[src/rtl/crf_stack_engine_if.sv]
// Request/response bundle between the crforth control unit and the stack engine.
interface crf_stack_engine_if #(
    parameter int WIDTH  = 16,
    parameter int PDEPTH = 16,
    parameter int RDEPTH = 16
);
    logic                        i_VALID;
    logic                        o_READY;
    logic [3:0]                  i_OP;
    logic [WIDTH-1:0]            i_DATA;
    logic                        i_CLRERR;
    logic                        o_ACK;
    logic [WIDTH-1:0]            o_TOS;
    logic [WIDTH-1:0]            o_NOS;
    logic [WIDTH-1:0]            o_RTOS;
    logic [$clog2(PDEPTH+1)-1:0] o_PCOUNT;
    logic [$clog2(RDEPTH+1)-1:0] o_RCOUNT;
    logic                        o_FAULT;
    logic [2:0]                  o_ERRCODE;

    modport master (
        output i_VALID, i_OP, i_DATA, i_CLRERR,
        input  o_READY, o_ACK, o_TOS, o_NOS, o_RTOS, o_PCOUNT, o_RCOUNT, o_FAULT, o_ERRCODE
    );

    modport slave (
        input  i_VALID, i_OP, i_DATA, i_CLRERR,
        output o_READY, o_ACK, o_TOS, o_NOS, o_RTOS, o_PCOUNT, o_RCOUNT, o_FAULT, o_ERRCODE
    );
endinterface

[src/rtl/crf_stack_engine.sv]
// Register-based parameter/return stack engine for the crforth core.
// One primitive per accepted request; prechecked faults trap into FAULT
// until the control unit pulses i_CLRERR.
//
// state    | meaning
// ---------+-----------------------------------------------------------
// ST_RUN   | accepting requests (unless i_CLRERR is high)
// ST_FAULT | trapped on a precheck failure, waiting for i_CLRERR
module crf_stack_engine #(
    parameter int WIDTH  = 16,
    parameter int PDEPTH = 16,
    parameter int RDEPTH = 16
) (
    input  logic               i_CLOCK,
    input  logic               i_RESET_N,
    crf_stack_engine_if.slave  bus
);
    localparam int PCW = $clog2(PDEPTH+1);
    localparam int RCW = $clog2(RDEPTH+1);
    localparam int PAW = $clog2(PDEPTH);
    localparam int RAW = $clog2(RDEPTH);

    localparam logic [3:0] OP_PUSH = 4'd1,  OP_DROP  = 4'd2,  OP_DUP   = 4'd3;
    localparam logic [3:0] OP_SWAP = 4'd4,  OP_OVER  = 4'd5,  OP_TOR   = 4'd6;
    localparam logic [3:0] OP_FROMR = 4'd7, OP_RPUSH = 4'd8,  OP_RDROP = 4'd9;
    localparam logic [3:0] OP_REPL = 4'd10, OP_BINRES = 4'd11, OP_CLEAR = 4'd12;

    typedef enum logic {ST_RUN, ST_FAULT} state_t;

    state_t            state_q, state_d;
    logic [1:0]        rst_sync;
    logic              rst_n;
    logic [WIDTH-1:0]  pstk [PDEPTH];
    logic [WIDTH-1:0]  rstk [RDEPTH];
    logic [PCW-1:0]    pcount_q;
    logic [RCW-1:0]    rcount_q;
    logic [2:0]        err_q, err_d, err_chk;
    logic              ack_q, ack_d;
    logic              accept, exec, clr;
    logic [PAW-1:0]    p_idx, p_m1, p_m2;
    logic [RAW-1:0]    r_idx, r_m1;

    assign p_idx = pcount_q[PAW-1:0];
    assign p_m1  = p_idx - PAW'(1);
    assign p_m2  = p_idx - PAW'(2);
    assign r_idx = rcount_q[RAW-1:0];
    assign r_m1  = r_idx - RAW'(1);

    assign bus.o_READY   = (state_q == ST_RUN) && !bus.i_CLRERR;
    assign accept        = bus.i_VALID && bus.o_READY;
    assign bus.o_ACK     = ack_q;
    assign bus.o_FAULT   = (state_q == ST_FAULT);
    assign bus.o_ERRCODE = err_q;
    assign bus.o_PCOUNT  = pcount_q;
    assign bus.o_RCOUNT  = rcount_q;
    assign bus.o_TOS     = (pcount_q != '0)      ? pstk[p_m1] : '0;
    assign bus.o_NOS     = (pcount_q >= PCW'(2)) ? pstk[p_m2] : '0;
    assign bus.o_RTOS    = (rcount_q != '0)      ? rstk[r_m1] : '0;

    // Reset asserts asynchronously, releases two clocks after i_RESET_N rises.
    always_ff @(posedge i_CLOCK or negedge i_RESET_N) begin
        if (!i_RESET_N) rst_sync <= 2'b00;
        else            rst_sync <= {rst_sync[0], 1'b1};
    end
    assign rst_n = rst_sync[1];

    // Precheck: the first failing rule in priority order names the fault.
    always_comb begin
        err_chk = 3'd0;
        if (bus.i_OP > OP_CLEAR)
            err_chk = 3'd5;
        else if (((bus.i_OP inside {OP_DROP, OP_DUP, OP_TOR, OP_REPL}) && pcount_q == '0) ||
                 ((bus.i_OP inside {OP_SWAP, OP_OVER, OP_BINRES}) && pcount_q < PCW'(2)))
            err_chk = 3'd1;
        else if ((bus.i_OP inside {OP_PUSH, OP_DUP, OP_OVER, OP_FROMR}) && pcount_q == PCW'(PDEPTH))
            err_chk = 3'd2;
        else if ((bus.i_OP inside {OP_FROMR, OP_RDROP}) && rcount_q == '0)
            err_chk = 3'd3;
        else if ((bus.i_OP inside {OP_TOR, OP_RPUSH}) && rcount_q == RCW'(RDEPTH))
            err_chk = 3'd4;
    end

    // State, fault code and ack registers.
    always_ff @(posedge i_CLOCK or negedge rst_n) begin
        if (!rst_n) begin
            state_q <= ST_RUN;
            err_q   <= 3'd0;
            ack_q   <= 1'b0;
        end else begin
            state_q <= state_d;
            err_q   <= err_d;
            ack_q   <= ack_d;
        end
    end

    // Next state: clear beats any request; a failing precheck traps instead of executing.
    always_comb begin
        state_d = state_q;
        err_d   = err_q;
        ack_d   = 1'b0;
        exec    = 1'b0;
        clr     = 1'b0;
        case (state_q)
            ST_RUN: begin
                if (bus.i_CLRERR) begin
                    clr   = 1'b1;
                    err_d = 3'd0;
                end else if (accept) begin
                    if (err_chk != 3'd0) begin
                        state_d = ST_FAULT;
                        err_d   = err_chk;
                    end else begin
                        exec  = 1'b1;
                        ack_d = 1'b1;
                    end
                end
            end
            ST_FAULT: begin
                if (bus.i_CLRERR) begin
                    state_d = ST_RUN;
                    err_d   = 3'd0;
                    clr     = 1'b1;
                end
            end
            default: state_d = ST_RUN;
        endcase
    end

    // Stack storage and depths; clearing only resets the depths.
    always_ff @(posedge i_CLOCK or negedge rst_n) begin
        if (!rst_n) begin
            pcount_q <= '0;
            rcount_q <= '0;
            for (int i = 0; i < PDEPTH; i++) pstk[i] <= '0;
            for (int i = 0; i < RDEPTH; i++) rstk[i] <= '0;
        end else if (clr) begin
            pcount_q <= '0;
            rcount_q <= '0;
        end else if (exec) begin
            case (bus.i_OP)
                OP_PUSH: begin
                    pstk[p_idx] <= bus.i_DATA;
                    pcount_q    <= pcount_q + PCW'(1);
                end
                OP_DROP: pcount_q <= pcount_q - PCW'(1);
                OP_DUP: begin
                    pstk[p_idx] <= pstk[p_m1];
                    pcount_q    <= pcount_q + PCW'(1);
                end
                OP_SWAP: begin
                    pstk[p_m1] <= pstk[p_m2];
                    pstk[p_m2] <= pstk[p_m1];
                end
                OP_OVER: begin
                    pstk[p_idx] <= pstk[p_m2];
                    pcount_q    <= pcount_q + PCW'(1);
                end
                OP_TOR: begin
                    rstk[r_idx] <= pstk[p_m1];
                    pcount_q    <= pcount_q - PCW'(1);
                    rcount_q    <= rcount_q + RCW'(1);
                end
                OP_FROMR: begin
                    pstk[p_idx] <= rstk[r_m1];
                    pcount_q    <= pcount_q + PCW'(1);
                    rcount_q    <= rcount_q - RCW'(1);
                end
                OP_RPUSH: begin
                    rstk[r_idx] <= bus.i_DATA;
                    rcount_q    <= rcount_q + RCW'(1);
                end
                OP_RDROP: rcount_q <= rcount_q - RCW'(1);
                OP_REPL:  pstk[p_m1] <= bus.i_DATA;
                OP_BINRES: begin
                    pstk[p_m2] <= bus.i_DATA;
                    pcount_q   <= pcount_q - PCW'(1);
                end
                OP_CLEAR: begin
                    pcount_q <= '0;
                    rcount_q <= '0;
                end
                default: ;
            endcase
        end
    end
endmodule
[src/flat_wrapper.sv]
// flat-port wrapper written by rule: the top's interface ports become plain ports
module crf_stack_engine_flat 
#(
    parameter int WIDTH  = 16,
    parameter int PDEPTH = 16,
    parameter int RDEPTH = 16
)
  (i_CLOCK, i_RESET_N, bus_i_VALID, bus_i_OP, bus_i_DATA, bus_i_CLRERR, bus_o_READY, bus_o_ACK, bus_o_TOS, bus_o_NOS, bus_o_RTOS, bus_o_PCOUNT, bus_o_RCOUNT, bus_o_FAULT, bus_o_ERRCODE);
  crf_stack_engine_if #(.WIDTH(WIDTH), .PDEPTH(PDEPTH), .RDEPTH(RDEPTH)) bus_i ();
  input  logic i_CLOCK;
  input  logic i_RESET_N;
  input wire logic [$bits(bus_i.i_VALID)-1:0] bus_i_VALID;
  input wire logic [$bits(bus_i.i_OP)-1:0] bus_i_OP;
  input wire logic [$bits(bus_i.i_DATA)-1:0] bus_i_DATA;
  input wire logic [$bits(bus_i.i_CLRERR)-1:0] bus_i_CLRERR;
  output wire logic [$bits(bus_i.o_READY)-1:0] bus_o_READY;
  output wire logic [$bits(bus_i.o_ACK)-1:0] bus_o_ACK;
  output wire logic [$bits(bus_i.o_TOS)-1:0] bus_o_TOS;
  output wire logic [$bits(bus_i.o_NOS)-1:0] bus_o_NOS;
  output wire logic [$bits(bus_i.o_RTOS)-1:0] bus_o_RTOS;
  output wire logic [$bits(bus_i.o_PCOUNT)-1:0] bus_o_PCOUNT;
  output wire logic [$bits(bus_i.o_RCOUNT)-1:0] bus_o_RCOUNT;
  output wire logic [$bits(bus_i.o_FAULT)-1:0] bus_o_FAULT;
  output wire logic [$bits(bus_i.o_ERRCODE)-1:0] bus_o_ERRCODE;
  assign bus_i.i_VALID = bus_i_VALID;
  assign bus_i.i_OP = bus_i_OP;
  assign bus_i.i_DATA = bus_i_DATA;
  assign bus_i.i_CLRERR = bus_i_CLRERR;
  assign bus_o_READY = bus_i.o_READY;
  assign bus_o_ACK = bus_i.o_ACK;
  assign bus_o_TOS = bus_i.o_TOS;
  assign bus_o_NOS = bus_i.o_NOS;
  assign bus_o_RTOS = bus_i.o_RTOS;
  assign bus_o_PCOUNT = bus_i.o_PCOUNT;
  assign bus_o_RCOUNT = bus_i.o_RCOUNT;
  assign bus_o_FAULT = bus_i.o_FAULT;
  assign bus_o_ERRCODE = bus_i.o_ERRCODE;
  crf_stack_engine #(.WIDTH(WIDTH), .PDEPTH(PDEPTH), .RDEPTH(RDEPTH)) u_core (.i_CLOCK(i_CLOCK), .i_RESET_N(i_RESET_N), .bus(bus_i));
endmodule
[config.mk]
export PLATFORM = sky130hd
export DESIGN_NAME = crf_stack_engine_flat
export DESIGN_NICKNAME = d
export VERILOG_FILES = /design/src/rtl/crf_stack_engine_if.sv /design/src/rtl/crf_stack_engine.sv /design/src/flat_wrapper.sv
export SDC_FILE = /design/constraint.sdc
export NUM_CORES = 2
export LEC_CHECK = 0
export BUFFER_PORTS_ARGS = -buffer_cell sky130_fd_sc_hd__buf_2
export CAP_MARGIN = 30
export CORE_ASPECT_RATIO = 1.5
export CORE_MARGIN = 2
export CORE_UTILIZATION = 40
export DETAILED_ROUTE_END_ITERATION = 7
export PLACE_DENSITY = 0.65
export SYNTH_ARGS = -nofsm -noshare
export SYNTH_HDL_FRONTEND = slang
export SYNTH_SLANG_ARGS = --single-unit
[constraint.sdc]
create_clock -name i_CLOCK -period 15.7 [get_ports i_CLOCK]
set_input_delay 0 -clock i_CLOCK [delete_from_list [all_inputs] [get_ports i_CLOCK]]
set_output_delay 0 -clock i_CLOCK [all_outputs]
set_load 0.01 [all_outputs]
Yosys cells after proc, flatten, opt, wreduce, memory -nomap -nowiden
Index checks and enable logic that the tools add are counted.
{"block": "op_classes", "mux": 58, "addsub": 7, "reduce_logical": 36, "bitwise": 7, "magnitude_cmp": 12, "eq_ne": 17}
{"operator": "bitwise mux 256 bit", "n": 10}
{"operator": "one-hot mux 256 bit (7 select lines)", "n": 1}
{"operator": "one-hot mux 256 bit (2 select lines)", "n": 1}
{"operator": "demux 16 bit (select 4 bit)", "n": 4}
{"operator": "two-way mux 16 bit", "n": 13}
{"operator": "binary-select mux 16 bit (select 4 bit)", "n": 3}
{"operator": "one-hot mux 5 bit (3 select lines)", "n": 2}
{"operator": "two-way mux 3 bit", "n": 9}
{"operator": ">= comparator 5 bit, second input constant", "n": 5}
{"operator": "NOT 4 -> 5 bit", "n": 5}
{"operator": "equality test 4 bit, second input constant", "n": 5}
{"operator": "< comparator 5 x 1 -> 1 bit, second input constant", "n": 4}
{"operator": "two-way mux 5 bit", "n": 4}
{"operator": "equality test 4 x 3 -> 1 bit, second input constant", "n": 4}
{"operator": "nonzero test 4 bit", "n": 4}
{"operator": "logical AND 1 bit", "n": 11}
{"operator": "adder 5 x 1 -> 5 bit, second input constant", "n": 2}
{"operator": "equality test 5 bit, second input constant", "n": 2}
{"operator": "logical NOT 5 bit", "n": 2}
{"operator": "nonzero test 5 bit", "n": 2}
{"operator": "subtractor 5 x 1 -> 5 bit, second input constant", "n": 2}
{"operator": "two-way mux 1 bit", "n": 9}
{"operator": "AND reduction 3 bit", "n": 3}
{"operator": "equality test 4 x 2 -> 1 bit, second input constant", "n": 2}
{"operator": "21 further kinds", "n": 28}
{"block": "word_totals", "out_inout_bits": 64, "input_bits": 24, "register_bits": 529, "wordCells": 175}

Longest topological paths before layout
{"block": "logic_depth", "ltp_word": 15, "ltp_mapped": 17, "ltp_nobuf": 10}

Worst setup path before layout
Ideal clock, no wire load.
{"block": "synth_timing", "path_type": "reg-to-reg", "startpoint": "register u_core.pcount_q[0] (netlist: u_core.bus.o_PCOUNT[0])", "endpoint": "register u_core.pstk[5] in the netlist's numbering", "path_slack_ps": 11995, "required_time_ps": 15559, "path_buffers": 7, "arrival_time_ps": 3564, "stages_incl_launch_ff": 16, "period_less_slack_ps": 3705, "setup_time_ps": 141, "cell_sequence": "dfrtp_1 > buf_4 > buf_6 > buf_8 > buf_6 > inv_1 > ha_1 > buf_6 > buf_4 > mux4_2 > mux2_2 > mux2i_4 > buf_4 > nor2_1 > a2111oi_0 > a31oi_1"}
{"block": "synth_between", "elab_chain_cells": 11, "word_cells_on_any_way": 51, "classes_between": "add/sub (2); order compare (7); eq/ne (1); mux (28); bitwise (3); reduce/logical (10)"}
{"element": "from (decl)", "line": "crf_stack_engine.sv:35", "text": "logic [PCW-1:0] pcount_q;"}
{"element": "from (signal assigned)", "line": "crf_stack_engine.sv:143", "text": "pcount_q <= pcount_q + PCW'(1);"}
{"element": "from (signal assigned)", "line": "crf_stack_engine.sv:145", "text": "OP_DROP: pcount_q <= pcount_q - PCW'(1);"}
{"element": "from (signal assigned)", "line": "crf_stack_engine.sv:148", "text": "pcount_q <= pcount_q + PCW'(1);"}
{"element": "parallel branches: the longest is 11 deep, another holds >= comparator 5 bit"}
{"element": "to (signal, indexed assignment)", "line": "crf_stack_engine.sv:142", "text": "pstk[p_idx] <= bus.i_DATA;"}
{"element": "to (signal, indexed assignment)", "line": "crf_stack_engine.sv:147", "text": "pstk[p_idx] <= pstk[p_m1];"}
{"element": "to (signal, indexed assignment)", "line": "crf_stack_engine.sv:151", "text": "pstk[p_m1] <= pstk[p_m2];"}
{"element": "to (decl)", "line": "crf_stack_engine.sv:33", "text": "logic [WIDTH-1:0] pstk [PDEPTH];"}
Several ways; the timed one is not identified. The select of a mux whose other input is x is not followed.
A chain may end at the register's enable or synchronous reset.

Worst setup path in the final report
{"block": "layout_timing", "startpoint": "register u_core.pcount_q[0] (netlist: u_core.bus.o_PCOUNT[0])", "endpoint": "output port bus_o_TOS[10]"}
{"block": "layout_between", "elab_chain_cells": 6, "word_cells_on_any_way": 7, "classes_between": "add/sub (1); mux (4); bitwise (1); reduce/logical (1)"}
{"element": "subtractor 4 x 1 -> 4 bit", "line": "crf_stack_engine.sv:44", "text": "assign p_m1 = p_idx - PAW'(1);"}
{"element": "NOT 4 -> 5 bit (not written as such)", "line": "crf_stack_engine.sv:56", "text": "assign bus.o_TOS = (pcount_q != '0) ? pstk[p_m1] : '0;"}
{"element": "binary-select mux 16 bit (select 4 bit)", "line": "crf_stack_engine.sv:56"}
{"element": "two-way mux 16 bit (not written as such) (2 in a row)", "line": "crf_stack_engine.sv:56"}
{"element": "two-way mux 16 bit (*)", "line": "crf_stack_engine.sv:56"}
{"element": "to (decl)", "line": "flat_wrapper.sv:18", "text": "output wire logic [$bits(bus_i.o_TOS)-1:0] bus_o_TOS;"}
Mark *: on every way between the ends. The rest lies on a longest branch, timed or not. The select of a mux whose other input is x is not followed.

==> impl_metrics.toml <==
[run_status]
outcome = "finished, final reports clean"

[clock_tree]
cts_tree = "yes"
cts_root_buf = "clkbuf_16"
path_clk_slew_ns = 0.07
cts_max_level = 2
clk_latency_ns = 0.71
cts.path.max_buffers = 3
cts.sinks = 529
cts_buffers = 56

[synthesis]
ys_warn_count = 0
synth_top_cell_by_area = "dfrtp_1"
syn_nets = 6037
synth_top_area_share_pct = 26.4
avgSynthCellArea_um2 = 8.36
synth-edff-count = 0
syn_area_um2 = 50100
ys_types = 79
syn-instance-count = 5993
yosysSeqAreaShare_pct = 26.4
ys_async_sr_fraction_pct = 100
synthFlopType = "dfrtp_1"
synth-seq-cells = 529
synth_area_leaders = "dfrtp_1 (26%), mux4_2 (8.6%), nand2_1 (6.1%)"

[setup_path]
crit_slowest_cell = "mux2i_4"
critPathMaxFanout = 33
max_stage_delay_ns = 0.93
worstReg2RegEnd = "u_core.rstk[234]$_DFFE_PN0P_"
setup.worst_path.end_class = "output pin"
r2r_cells = 9
cp_cell_sequence = "inv_1 > ha_4 > buf_4 > buf_4 > mux4_2 > mux2_2 > mux2i_4 > nor2_1 > buf_2"
worstReg2RegStart = "u_core.bus.o_PCOUNT[0]$_DFFE_PN0P_"
reg2reg_setup_slack_ns = 9.64
critPathArrivalTime_ns = 6.31
start_kind = "register"
cp_common_cell = "buf_4"
crit_type = "register to output pin"
cp_data_required_time_ns = 15.70

[timing]
tns_ns = 0
fmax_ghz = 0.158
hold_viol = 0
finalClockSkew_ns = 0.0440
slew_violations = 0
relSlewSlack_pct = 4.53
min_period_ns = 6.31
period_share_pct = 40.2
grt_setup_unrepaired = "no"
setup_viol = 0
worst_pin_slew_ns = 1.43

[die]
rows = 159
core_area_um2 = 125000
start_util_pct = 40.2
die_area_um2 = 128000
die_h_um = 437
ios = 88
die_x_um = 293

[final_layout]
drive_gt1_share_pct = 18.7
design_area_um2 = 55200
syn_to_final_growth_pct = 10.1
fin_util_pct = 44.2
nNetsFinal = 5673
finalNonFillerCells = 7293

[worst_hold_path]
hold_class = "input port to register"
hp-start = "bus_i_OP[1]"
worst_hold_path.endpoint = "u_core.bus.o_PCOUNT[4]$_DFFE_PN0P_"
hold_depth = 5

[route]
post_drt_wl_per_cell_um = 35.5
initialDrtViolationCount = 11300
first_pass_iters = 8
via_per_inst = 7.91
ant_nets = 0
wirelength_mm = 259
drc = 0
vias = 57700

[place]
dp_cells = 7139
io_buffers = 87
gp_congestion = 1.00
dpl_cell_area_um2 = 52300
hpwlAfterDp_mm = 157

[global_routing]
track_usage_pct = 39.6
met3_usage_pct = 14.3
grt.busiest_layer = "met2"
grt_use_met1_pct = 45.3
antenna_found_initial = 16
grt_pass1_wl_mm = 381
gr-usage-met2_pct = 57.7
grt_pass1_vias = 55400
grt_max_degree = 180
overflow = 0

[power_and_ir_drop]
leakagePower_uw = 0.0205
worst_ir_drop_vdd_uv = 387
powerDensity_nw_per_um2 = 274

[flow_run]
drv_cap = 0
worst max path at each step:
stage / cells after the start / startpoint / slack (ns) / end
after floorplan: 0 / u_core.rst_sync[1]$_DFF_PN0_ / 7.09 / u_core.bus.o_ACK$_DFF_PN0_
after global placement: 9 / u_core.bus.o_PCOUNT[0]$_DFFE_PN0P_ / 9.95 / u_core.rstk[238]$_DFFE_PN0P_
after detailed placement: 9 / u_core.bus.o_PCOUNT[0]$_DFFE_PN0P_ / 9.91 / u_core.rstk[234]$_DFFE_PN0P_
after CTS: 9 / u_core.bus.o_PCOUNT[0]$_DFFE_PN0P_ / 9.69 / bus_o_TOS[10]
after global routing: 9 / u_core.bus.o_PCOUNT[0]$_DFFE_PN0P_ / 9.40 / bus_o_TOS[10]
final: 9 / u_core.bus.o_PCOUNT[0]$_DFFE_PN0P_ / 9.39 / bus_o_TOS[10]
cell usage after synthesis, types with 118 or more instances:
library cell,instances
mux4_2,192
mux2_2,118
o2111ai_1,256
o21ai_0,449
mux2i_1,292
nor2_1,580
a2111oi_2,154
a21oi_1,266
buf_2,134
o211ai_1,258
nand2_1,815
a31oi_1,258
o221ai_1,256
clkbuf_1,517
dfrtp_1,529
nand3_1,341
worst max-delay path, delay by kind of cell, from the launching register on:
family | cells | cell delay (ns)
muxes | 3 | 2.01
adders and majority gates | 1 | 0.76
and+or+nand+nor | 1 | 0.21
DFF | 1 | 0.81
buffers and inverters | 4 | 1.73
logic make-up after synthesis:
family	synth area share, %
AOI/OAI and AO/OA	31.4
xor gates and xnor gates	0.280
adders and majority gates	0.549
buffers and inverters	7.29
DFF	26.4
muxes	18.1
other	0.00748
and+or+nand+nor	16.0
layer usage:
layer,vias up,part of all wire (%)
met2,5999,42
met1,27000,32
met4,18,12
li1,22400,-
met3,2253,14
met5,-,0.058
what timing repair did:
action / in CTS / in global routing
resized for setup: 0 / 0
buffers inserted: 0 / 0
endpoints found under the hold margin: 11 / 0
hold buffers: 7 / 0
flip-flops by register name, summed over array words and instances (netlist names):
name and flops:
u_core.pstk 256, u_core.bus.o_ERRCODE 3, u_core.bus.o_PCOUNT 5, u_core.rst_sync 2, u_core.bus.o_RCOUNT 5, u_core.bus.o_FAULT 1, u_core.bus.o_ACK 1, u_core.rstk 256
metrics by stage:
stage          hold slack (ns)  total power, uW  setup slack, ns
2_1_floorplan           -0.296             8690             7.09
3_3_place_gp            -0.213            12200             9.95
3_5_place_dp            -0.211            12500             9.91
4_1_cts                 0.0361            14000             9.69
5_1_grt                  0.109            15200             9.40
6_report                0.0550            15100             9.39
cell usage in the layout, fill, tap and decap left out, drive strengths merged, types with 9 or more instances in the layout:
cell type and instances:
o221ai 257, o211ai 258, and3 22, mux4 192, inv 13, o21a 16, a21oi 266, nand3 341
and2 19, nand2 823, and4 19, clkbuf 85, and3b 10, nor3 20, nand4 14, ha 18
mux2i 308, mux2 131, o2111ai 256, a31oi 258, nor2 580, clkinv 9, nor2b 16, o21ai 489
a2111oi 256, dfrtp 529, a211oi 17, buf 358, a22oi 18
cell type report:
cell class	count	area, um2
Clock inverter	24	364
Sequential cell	529	13300
Clock buffer	80	1560
Antenna cell	8	20.0
Fill cell	11800	69600
Timing Repair Buffer	370	4090
Tap cell	1610	2010
Multi-Input combinational cell	4660	33800
Inverter	12	45.0
power breakdown:
| part | total (uW) | leakage (uW) | switching, uW | internal, uW |
|---|---|---|---|---|
| clock | 1490 | 0.000910 | 681 | 813 |
| sequential | 2390 | 0.00688 | 657 | 1730 |
| combinational | 11200 | 0.0127 | 8120 | 3100 |
| total | 15100 | 0.0205 | 9460 | 5640 |
Power figures use the tool's default switching activity.
